**config.mk**
```make
export PLATFORM = sky130hd
export DESIGN_NAME = sha3_block_feeder
export DESIGN_NICKNAME = d
export VERILOG_FILES = /design/src/rtl/sha3_pkg.sv /design/src/rtl/sha3_byte_packer.sv /design/src/rtl/sha3_block_feeder.sv
export SDC_FILE = /design/constraint.sdc
export NUM_CORES = 1
export LEC_CHECK = 0
export ABC_AREA = 1
export BUFFER_PORTS_ARGS = -buffer_cell sky130_fd_sc_hd__buf_2
export CORE_AREA = 2 2 431 433
export CTS_BUF_LIST = sky130_fd_sc_hd__clkbuf_16
export DETAILED_ROUTE_END_ITERATION = 16
export DIE_AREA = 0 0 433 435
export HOLD_SLACK_MARGIN = 0.1
export PLACE_DENSITY = 0.51
export SETUP_SLACK_MARGIN = 0.05
export SYNTH_ARGS = -nofsm -noshare
export SYNTH_HDL_FRONTEND = slang
export SYNTH_HIERARCHICAL = 1
export SYNTH_SLANG_ARGS = --single-unit
export TNS_END_PERCENT = 30
```
**constraint.sdc**
```tcl
create_clock -name clk -period 3.3 [get_ports clk]
set_input_delay 0.33 -clock clk [delete_from_list [all_inputs] [get_ports clk]]
set_output_delay 0.33 -clock clk [all_outputs]
set_load 0.01 [all_outputs]
```
**src/rtl/sha3_pkg.sv**
```systemverilog
// Shared constants, state encoding and byte-placement helpers for the SHA3-256
// block feeder. Byte k, bit b of a rate block lives at bit RATE_BITS-1-8k-b.
package sha3_pkg;

  localparam int         RATE_BYTES   = 136;
  localparam int         RATE_BITS    = 8 * RATE_BYTES;
  localparam logic [7:0] DOMAIN_BYTE  = 8'h06;
  localparam logic [7:0] PAD_END_BYTE = 8'h80;
  localparam int         CNT_W        = 8;

  typedef enum logic [2:0] {
    ST_FILL  = 3'd0,
    ST_PAD   = 3'd1,
    ST_ISSUE = 3'd2,
    ST_SENT  = 3'd3,
    ST_DRAIN = 3'd4
  } feeder_state_e;

  // Lowest blk_data index occupied by byte k. Bit 0 of the byte sits at the
  // top of that 8-bit field, so the byte is stored bit-reversed.
  function automatic int unsigned byte_slot(input int unsigned k);
    return RATE_BITS - 8 - 8 * k;
  endfunction

  function automatic logic [7:0] bit_rev8(input logic [7:0] b);
    logic [7:0] r;
    for (int i = 0; i < 8; i++) begin
      r[i] = b[7-i];
    end
    return r;
  endfunction

endpackage

```
**src/rtl/sha3_byte_packer.sv**
```systemverilog
// Rate-block buffer: writes one byte per cycle into slot cnt, ORs in the SHA3
// padding bytes on request and clears the whole block after it is issued.
module sha3_byte_packer
  import sha3_pkg::*;
(
  input  logic                 clk,
  input  logic                 rst_n,
  input  logic                 wr_en_i,
  input  logic [7:0]           wr_data_i,
  input  logic                 pad_en_i,
  input  logic                 clr_en_i,
  output logic [RATE_BITS-1:0] blk_o,
  output logic [CNT_W-1:0]     cnt_o
);

  logic [CNT_W-1:0] cnt_q;
  logic [CNT_W-1:0] cnt_d;

  always_comb begin
    cnt_d = cnt_q;
    if (clr_en_i) begin
      cnt_d = '0;
    end else if (wr_en_i) begin
      cnt_d = cnt_q + 1'b1;
    end
  end

  always_ff @(posedge clk or negedge rst_n) begin
    if (!rst_n) begin
      cnt_q <= '0;
    end else begin
      cnt_q <= cnt_d;
    end
  end

  // One register per byte slot keeps every write a constant-index update.
  genvar gi;
  generate
    for (gi = 0; gi < RATE_BYTES; gi++) begin : g_slot
      localparam int unsigned LSB = byte_slot(gi);

      logic       hit;
      logic [7:0] pad_bits;
      logic [7:0] slot_q;
      logic [7:0] slot_d;

      assign hit      = (cnt_q == CNT_W'(gi));
      assign pad_bits = (hit ? bit_rev8(DOMAIN_BYTE) : 8'h00)
                      | ((gi == RATE_BYTES - 1) ? bit_rev8(PAD_END_BYTE) : 8'h00);

      always_comb begin
        slot_d = slot_q;
        if (clr_en_i) begin
          slot_d = 8'h00;
        end else if (wr_en_i && hit) begin
          slot_d = bit_rev8(wr_data_i);
        end else if (pad_en_i) begin
          slot_d = slot_q | pad_bits;
        end
      end

      always_ff @(posedge clk or negedge rst_n) begin
        if (!rst_n) begin
          slot_q <= 8'h00;
        end else begin
          slot_q <= slot_d;
        end
      end

      assign blk_o[LSB +: 8] = slot_q;
    end
  endgenerate

  assign cnt_o = cnt_q;

endmodule

```
**src/rtl/sha3_block_feeder.sv**
```systemverilog
// Byte-stream to SHA3-256 rate-block feeder: pads, packs and hands blocks to
// the hash core, pacing itself on the core's hash_next / out_valid.
module sha3_block_feeder
  import sha3_pkg::*;
(
  input  logic                 clk,
  input  logic                 rst_n,
  input  logic [7:0]           s_data,
  input  logic                 s_valid,
  input  logic                 s_last,
  output logic                 s_ready,
  output logic [RATE_BITS-1:0] blk_data,
  output logic                 blk_valid,
  output logic                 blk_more,
  input  logic                 hash_next,
  input  logic                 out_valid,
  output logic                 busy
);

  feeder_state_e    state_q, state_d;
  logic             final_q, final_d;
  logic             pad_pend_q, pad_pend_d;
  logic             core_idle_q, core_idle_d;
  logic             blk_valid_q, blk_valid_d;
  logic             blk_more_q, blk_more_d;

  logic             accept;
  logic             wr_en;
  logic             pad_en;
  logic             clr_en;
  logic [CNT_W-1:0] cnt;

  sha3_byte_packer u_packer (
    .clk       (clk),
    .rst_n     (rst_n),
    .wr_en_i   (wr_en),
    .wr_data_i (s_data),
    .pad_en_i  (pad_en),
    .clr_en_i  (clr_en),
    .blk_o     (blk_data),
    .cnt_o     (cnt)
  );

  assign s_ready = (state_q == ST_FILL);
  assign accept  = s_valid && s_ready;

  always_comb begin
    state_d     = state_q;
    final_d     = final_q;
    pad_pend_d  = pad_pend_q;
    core_idle_d = core_idle_q;
    blk_valid_d = blk_valid_q;
    blk_more_d  = blk_more_q;
    wr_en       = 1'b0;
    pad_en      = 1'b0;
    clr_en      = 1'b0;

    case (state_q)
      ST_FILL: begin
        if (accept) begin
          wr_en = 1'b1;
          if (cnt == CNT_W'(RATE_BYTES - 1)) begin
            // A last byte landing in the final slot leaves no room for
            // padding, so a padding-only block is owed afterwards.
            state_d    = ST_ISSUE;
            final_d    = 1'b0;
            pad_pend_d = s_last;
          end else if (s_last) begin
            state_d = ST_PAD;
          end
        end
      end
      ST_PAD: begin
        pad_en  = 1'b1;
        final_d = 1'b1;
        state_d = ST_ISSUE;
      end
      ST_ISSUE: begin
        // hash_next only reaches a register here, never blk_valid directly.
        if (core_idle_q || hash_next) begin
          blk_valid_d = 1'b1;
          blk_more_d  = !final_q;
          state_d     = ST_SENT;
        end
      end
      ST_SENT: begin
        blk_valid_d = 1'b0;
        clr_en      = 1'b1;
        core_idle_d = 1'b0;
        if (final_q) begin
          state_d = ST_DRAIN;
        end else if (pad_pend_q) begin
          pad_pend_d = 1'b0;
          state_d    = ST_PAD;
        end else begin
          state_d = ST_FILL;
        end
      end
      ST_DRAIN: begin
        if (out_valid) begin
          final_d = 1'b0;
          state_d = ST_FILL;
        end
      end
      default: begin
        state_d = ST_FILL;
      end
    endcase

    if (out_valid) begin
      core_idle_d = 1'b1;
    end
  end

  always_ff @(posedge clk or negedge rst_n) begin
    if (!rst_n) begin
      state_q     <= ST_FILL;
      final_q     <= 1'b0;
      pad_pend_q  <= 1'b0;
      core_idle_q <= 1'b1;
      blk_valid_q <= 1'b0;
      blk_more_q  <= 1'b0;
    end else begin
      state_q     <= state_d;
      final_q     <= final_d;
      pad_pend_q  <= pad_pend_d;
      core_idle_q <= core_idle_d;
      blk_valid_q <= blk_valid_d;
      blk_more_q  <= blk_more_d;
    end
  end

  assign blk_valid = blk_valid_q;
  assign blk_more  = blk_more_q;
  assign busy      = (state_q != ST_FILL) || (cnt != '0);

endmodule
```
==> results of run 1 <==
cell usage after synthesis:
cell,n
inv_2,17
nand3_2,5
o21ai_0,776
nand2_2,4
dfstp_2,1
buf_1,55
buf_2,155
o21ai_1,74
nor2_1,54
nor3_1,3
nand4_1,3
a21oi_1,78
nor4_1,1
clkbuf_1,201
buf_4,15
ha_1,4
or2_1,1
nand3_1,957
a211oi_1,1
and2_1,1
nor2_2,18
inv_1,336
nand2_1,811
o22ai_1,1
o21bai_1,148
dfrtp_1,1103
cells by family after synthesis:
| family | count (synthesis) |
|---|---|
| AOI/OAI and AO/OA | 1078 |
| adders and majority gates | 4 |
| buffers and inverters | 779 |
| DFF | 1104 |
| and+or+nand+nor | 1858 |
cells in the final DEF, fill, tap and decap left out, drive strengths merged, types with 2 or more instances in the layout:
master       count
buf           1297
dfrtp         1103
nand3          962
o21ai          850
nand2          815
inv            386
o21bai         148
clkbuf         135
a21oi           78
nor2            72
clkinv          60
dlygate4sd3     12
bufinv           6
diode            5
ha               4
nand4            3
nor3             3
clkinvlp         2
power groups by stage:
stage / Sequential (W) / Clock [W] / Combinational [W]
final: 0.0153 / 0.0142 / 0.00882
after global routing: 0.0154 / 0.0152 / 0.00951
after CTS: 0.0153 / 0.0146 / 0.00899
after detailed placement: 0.0155 / 0 / 0.00893
after global placement: 0.0155 / 0 / 0.00887
after floorplan: 0.0159 / 0 / 0.00375
sequential cells by signal, summed over array words and instances (netlist names):
signal and cells:
blk_more 1, pad_pend_q 1, final_q 1, state_q 3, u_packer/cnt_o 8, blk_valid 1
core_idle_q 1, u_packer/g_slot.slot_q 1088
stage by stage:
step	hold slack (ns)	worst slack, ns	cells	instance area, µm²
floorplan	0.0344	1.31	4823	44900
global placement	0.315	0.619	8173	53800
detailed placement	0.319	0.550	8173	53800
CTS	0.131	0.546	8422	58100
global route	0.203	0.355	8422	58100
finish	0.216	0.507	8427	58100
worst max-delay path, cell delays in order (launching register included):
cell	delay (ns)
dfrtp_1	0.44
inv_1	0.15
ha_1	0.26
nand3_1	0.16
inv_2	0.40
buf_4	0.28
nand3_1	0.54
nand2_1	0.26
nand2_1	0.08
nand2_1	0.07
inv_1	0.04
area by class of cell:
cell class | count | share of cell area (%)
antenna | 5 | 0.0215
clock buffer | 135 | 5.81
clock inverter | 101 | 1.36
inverter | 353 | 2.30
multi-input combinational | 2940 | 24.5
sequential | 1104 | 47.5
tap | 2480 | 5.34
timing repair buffer | 1309 | 13.1
per-layer routing:
| metal | up-vias | track usage [%] |
|---|---|---|
| met5 | - | 0 |
| met4 | 0 | 11.2 |
| met3 | 345 | 4.50 |
| met2 | 1556 | 35.6 |
| met1 | 19679 | 27.7 |
| li1 | 18096 | - |
path summary, 6_finish.rpt:
kind / startpoint / end / slack (ns) / cells after the start
max reg2reg: u_packer/cnt_o[0] / u_packer/g_slot[126].slot_q[6] / 0.51 / 10
max in group asynchronous: rst_n / u_packer/g_slot[57].slot_q[2] / 2.21 / 4
max: u_packer/cnt_o[0] / u_packer/g_slot[126].slot_q[6] / 0.51 / 10
min reg2reg: core_idle_q / core_idle_q / 0.46 / 2
min: s_data[3] / u_packer/g_slot[71].slot_q[4] / 0.22 / 3
min in group asynchronous: rst_n / u_packer/g_slot[42].slot_q[7] / 0.30 / 3
==> flow_summary.toml, run 1 <==
[clock_tree]
clk_pin_slew_ns = 0.06
cts.htree.levels = 4
numCtsBuffers = 133
cts.repair.resized = 0
cts_tree = "done"
cts_setup_buffers = 0
clk_latency_ns = 0.80
hold_buffers = 13
cts_root_buffer = "clkbuf_16"
clock_tree.buffer_depth = 3
clkSinkCount = 1104

[global_routing]
antenna_found_initial = 3
grt-ovfl-total = 0
grt_pass1_vias = 38136
track_usage_pct = 22.0
grt_pass1_wl_mm = 299
grt_max_degree = 169

[power]
pwr-share-comb_pct = 23.0
intPower_w = 0.0249
seqPwrFrac_pct = 39.9
p_leak_nw = 31.8
sw_frac_of_total_pct = 35.2
p_sw_w = 0.0135
ir_drop_uv = 426
finalPower_w = 0.0383
clockPowerShare_pct = 37.1
power.density_mw_per_mm2 = 660

[drt]
wl_met2_mm = 100
drtAntennaViolNets = 0
vias = 39676
wl_mm = 212
dr.max_layer_used = "met4"
dr.pass1.iters = 6
m1WireLength_mm = 86.7
wl_met3_mm = 13.7
first_iter_violations = 3410
viasPerCell = 4.71
avgRoutedWirePerCell_um = 25.2
drc = 0

[timing]
fmax_mhz = 358
setup_viol = 0
timing.slew.headroom_pct = 34.8
tns_ns = 0
fin_crit_ns = 2.79
rsz0062_at_grt = "no"
drv_slew = 0
fin_crit_sh_pct = 84.6
worst_pin_slew_ns = 0.978
finalHoldViolCount = 0
skew_ns = 0.0250

[synthesis]
synthXorXnorAreaFrac_pct = 0
muxShareOfSynthArea_pct = 0
yosysWarningCount = 6
syn-mean-instance-area_um2 = 9.31
synth-seq-cells = 1104
synthesis.nets = 4841
synth.area.top_cells = "dfrtp_1, nand3_1, o21ai_0"
seq_area_frac_synth_pct = 61.5
yosys.area.top_type = "dfrtp_1"
ys_types = 26
synth_top_family_by_area = "simple AND/OR/NAND/NOR gates"
synth-compound-area-share_pct = 12.8
synth_fa_ha_area_share_pct = 0.111
syn_inst = 4823
synth-simple-area-share_pct = 18.4
synth_area_mm2 = 0.0449
synth_top_area_share_pct = 61.5

[final_layout]
drive_gt1_share_pct = 25.8
nFillCells = 19265
fin_util_pct = 31.6
regArea_mm2 = 0.0276
multi_input_area_mm2 = 0.0142
syn2layout_area_growth_pct = 29.4
nNetsFinal = 5859

[floorplanning]
start_util_pct = 24.4
die_area_mm2 = 0.188
core_mm2 = 0.184
die_w_um = 433
io_pins = 1106
rows = 158
die_h_um = 435

[placed_design]
gp_congestion = 0.851
hpwlAfterDp_mm = 150
portBuffers = 1105

[hold_path]
hold_path.class = "primary input to flip-flop"

[run]
maxCapViolCount = 0

[worst_setup_path]
critPathMaxFanout = 13
critical_path_required_ns = 3.99
critPathArrivalTime_ns = 3.48
startpoint_type = "flip-flop"
end_kind = "flip-flop"
crit_type = "flip-flop to flip-flop"

[run_status]
outcome = "complete, no violations"
(Power assumes the default switching activity.)
==> inputs of run 2 (changes only) <==
--- a/config.mk
+++ b/config.mk
@@ -12,7 +12,7 @@
 export DETAILED_ROUTE_END_ITERATION = 16
 export DIE_AREA = 0 0 433 435
 export HOLD_SLACK_MARGIN = 0.1
-export PLACE_DENSITY = 0.51
+export PLACE_DENSITY = 0.52
 export SETUP_SLACK_MARGIN = 0.05
 export SYNTH_ARGS = -nofsm -noshare
 export SYNTH_HDL_FRONTEND = slang
==> constraint.sdc (replaced) <==
create_clock -name clk -period 2.3 [get_ports clk]
set_input_delay 0.23 -clock clk [delete_from_list [all_inputs] [get_ports clk]]
set_output_delay 0.23 -clock clk [all_outputs]
set_load 0.01 [all_outputs]
==> run 2 against run 1 <==
  * The flow now finishes with violations (setup timing)
  * Largest power group unchanged
  * Design area increased by 3.3%
  * Sequential cell count unchanged
  * Sequential power increased by 43%
  * Routed wire length decreased by 1.1%
  * First-iteration DRC count increased by 6.6%
  * Sequential share of layout area decreased by 1.5 points
  * Global-route usage decreased by 0.33 points
  * Critical path type is now flip-flop to output pin
  * Utilization increased by 1.1 points
  * Largest cell class unchanged
  * Register-to-register slack got worse by 0.50 ns
  * Worst hold slack improved by 0.0014 ns
  * Count of clock-buffer cells in the layout decreased by 15
==> flow_summary.toml, run 2 (synthesized netlist as in run 1, its figures left out) <==
[worst_setup_path]
max_stage_delay_ns = 0.39
critPathMaxFanout = 2
crit_family = "simple AND/OR/NAND/NOR gates"
end_kind = "output pin"
critPathArrivalTime_ns = 2.12
crit_buf_inv = 2
cp_slowest_cell = "dfrtp_1"
startpoint_type = "flip-flop"
path_cells = "buf_6 > nor4_4 > nand4_1 > buf_2"
critical_path_required_ns = 2.07
crit_type = "flip-flop to output pin"

[drt]
wl_mm = 210
vias = 40587
avgRoutedWirePerCell_um = 24.5
first_iter_violations = 3635
dr.pass1.iters = 5
drtAntennaViolNets = 0
drc = 0
viasPerCell = 4.73

[timing]
final.setup.worst_slack_ns = -0.0477
finalHoldViolCount = 0
fin_crit_ns = 2.35
worst_pin_slew_ns = 0.832
drv_slew = 0
holdWs_ns = 0.217
fmax_mhz = 426
skew_ns = 0.0251
fin_crit_sh_pct = 102
setup_viol = 1
timing.slew.headroom_pct = 44.3
rsz0062_at_grt = "yes"

[final_layout]
syn2layout_area_growth_pct = 33.8
nFillCells = 19134
top_register = "u_packer/g_slot.slot_q"
drive_gt1_share_pct = 28.4
nNetsFinal = 6015
final_common_cell = "buf_2"
fin_util_pct = 32.6
layout_common_cells = "buf_2, dfrtp_1, nand3_1"
largest_reg_flops = 1088

[clock_tree]
clkSinkCount = 1104
numCtsBuffers = 120
cts_root_buffer = "clkbuf_16"
clk_latency_ns = 0.76
clk_pin_slew_ns = 0.07
clock_tree.buffer_depth = 3
cts.htree.levels = 3
cts_tree = "done"

[run_status]
outcome = "finished, violations left"
violations = "setup timing"

[placed_design]
gp_congestion = 0.839
portBuffers = 1105
hpwlAfterDp_mm = 152

[power]
power.density_mw_per_mm2 = 925
finalPower_w = 0.0556
p_sw_w = 0.0194
p_leak_nw = 32.6
pwr-share-comb_pct = 25.7
clockPowerShare_pct = 34.8
ir_drop_uv = 654
seqPwrFrac_pct = 39.4
sw_frac_of_total_pct = 34.9
intPower_w = 0.0361

[floorplanning]
die_area_mm2 = 0.188
core_mm2 = 0.184
die_h_um = 435
rows = 158
start_util_pct = 24.4
io_pins = 1106
die_w_um = 433

[global_routing]
grt_pass1_wl_mm = 297
grt-ovfl-total = 0
antenna_found_initial = 2
grt_max_degree = 128
track_usage_pct = 21.7
grt_pass1_vias = 39044

[run]
maxCapViolCount = 0

[hold_path]
hold_path.class = "primary input to async pin"
## run 2: changes by cell type in the layout (fill, tap and decap cells not counted), moves of 8 or more
cell        delta
nand2_1        -9
inv_1         -15
buf_12        +53
clkbuf_16     -14
nand3_1       -11
buf_6         +11
clkinvlp_4     +8
nand2_2        +8
nor2_1        -11
buf_4         +97
## run 2: per-layer routing
| metal | global-route usage [%] | wire length (µm) | part of all wire (%) |
|---|---|---|---|
| met5 | 0 | 0 | 0 |
| met4 | 10.8 | 10800 | 5.2 |
| met3 | 4.40 | 14500 | 6.9 |
| met2 | 35.5 | 100000 | 48 |
| met1 | 27.1 | 84100 | 40 |
## run 2: power by group through the flow
| stage | registers [W] | logic [W] | clock network, W |
|---|---|---|---|
| after detailed placement | 0.0222 | 0.0139 | 0 |
| after CTS | 0.0219 | 0.0142 | 0.0198 |
| after floorplan | 0.0228 | 0.00537 | 0 |
| after global placement | 0.0222 | 0.0139 | 0 |
| after global routing | 0.0221 | 0.0154 | 0.0206 |
| final | 0.0219 | 0.0143 | 0.0194 |
## run 2: area by class of cell
class	count	area, µm²	area share, %
timing repair buffer	1478	9690	16.1
multi-input combinational	2940	14400	24.0
sequential	1104	27600	46.0
inverter	353	1350	2.24
clock buffer	120	3000	5.00
antenna	3	7.51	0.0125
clock inverter	99	843	1.40
tap	2480	3100	5.17
## run 2: timing repair
action	4_1_cts	5_1_grt
pin swaps	5	4
hold buffers	16	0
gates resized for setup	25	45
hold endpoints to repair	1593	0
endpoints found under the setup margin	39	455
buffers inserted	5	5
cloned	0	1
## run 2: tightest hold or removal path, stage by stage
cell,delay (ns)
dlygate4sd3_1,0.58
buf_8,0.26
buf_12,0.28
## run 2: per-stage QoR
step	setup WS, ns	instances	TNS (ns)	area (µm²)
floorplan	0.308	4823	0	44900
global placement	0.0109	8328	0	55600
detailed placement	-0.0113	8328	-0.0325	55600
CTS	-0.179	8568	-0.179	59800
global route	-0.121	8574	-0.121	60100
finish	-0.0477	8577	-0.0477	60100
## run 2: path summary, 6_finish.rpt
check | start | to | slack [ns] | cells past startpoint
max | u_packer/cnt_o[7] | busy | -0.05 | 4
min reg2reg | core_idle_q | core_idle_q | 0.48 | 2
min in group clk | out_valid | core_idle_q | 0.31 | 4
max reg2reg | u_packer/cnt_o[0] | u_packer/g_slot[26].slot_q[0] | 0.01 | 9
max in group asynchronous | rst_n | u_packer/g_slot[118].slot_q[5] | 0.80 | 3
min | rst_n | u_packer/g_slot[6].slot_q[1] | 0.22 | 3
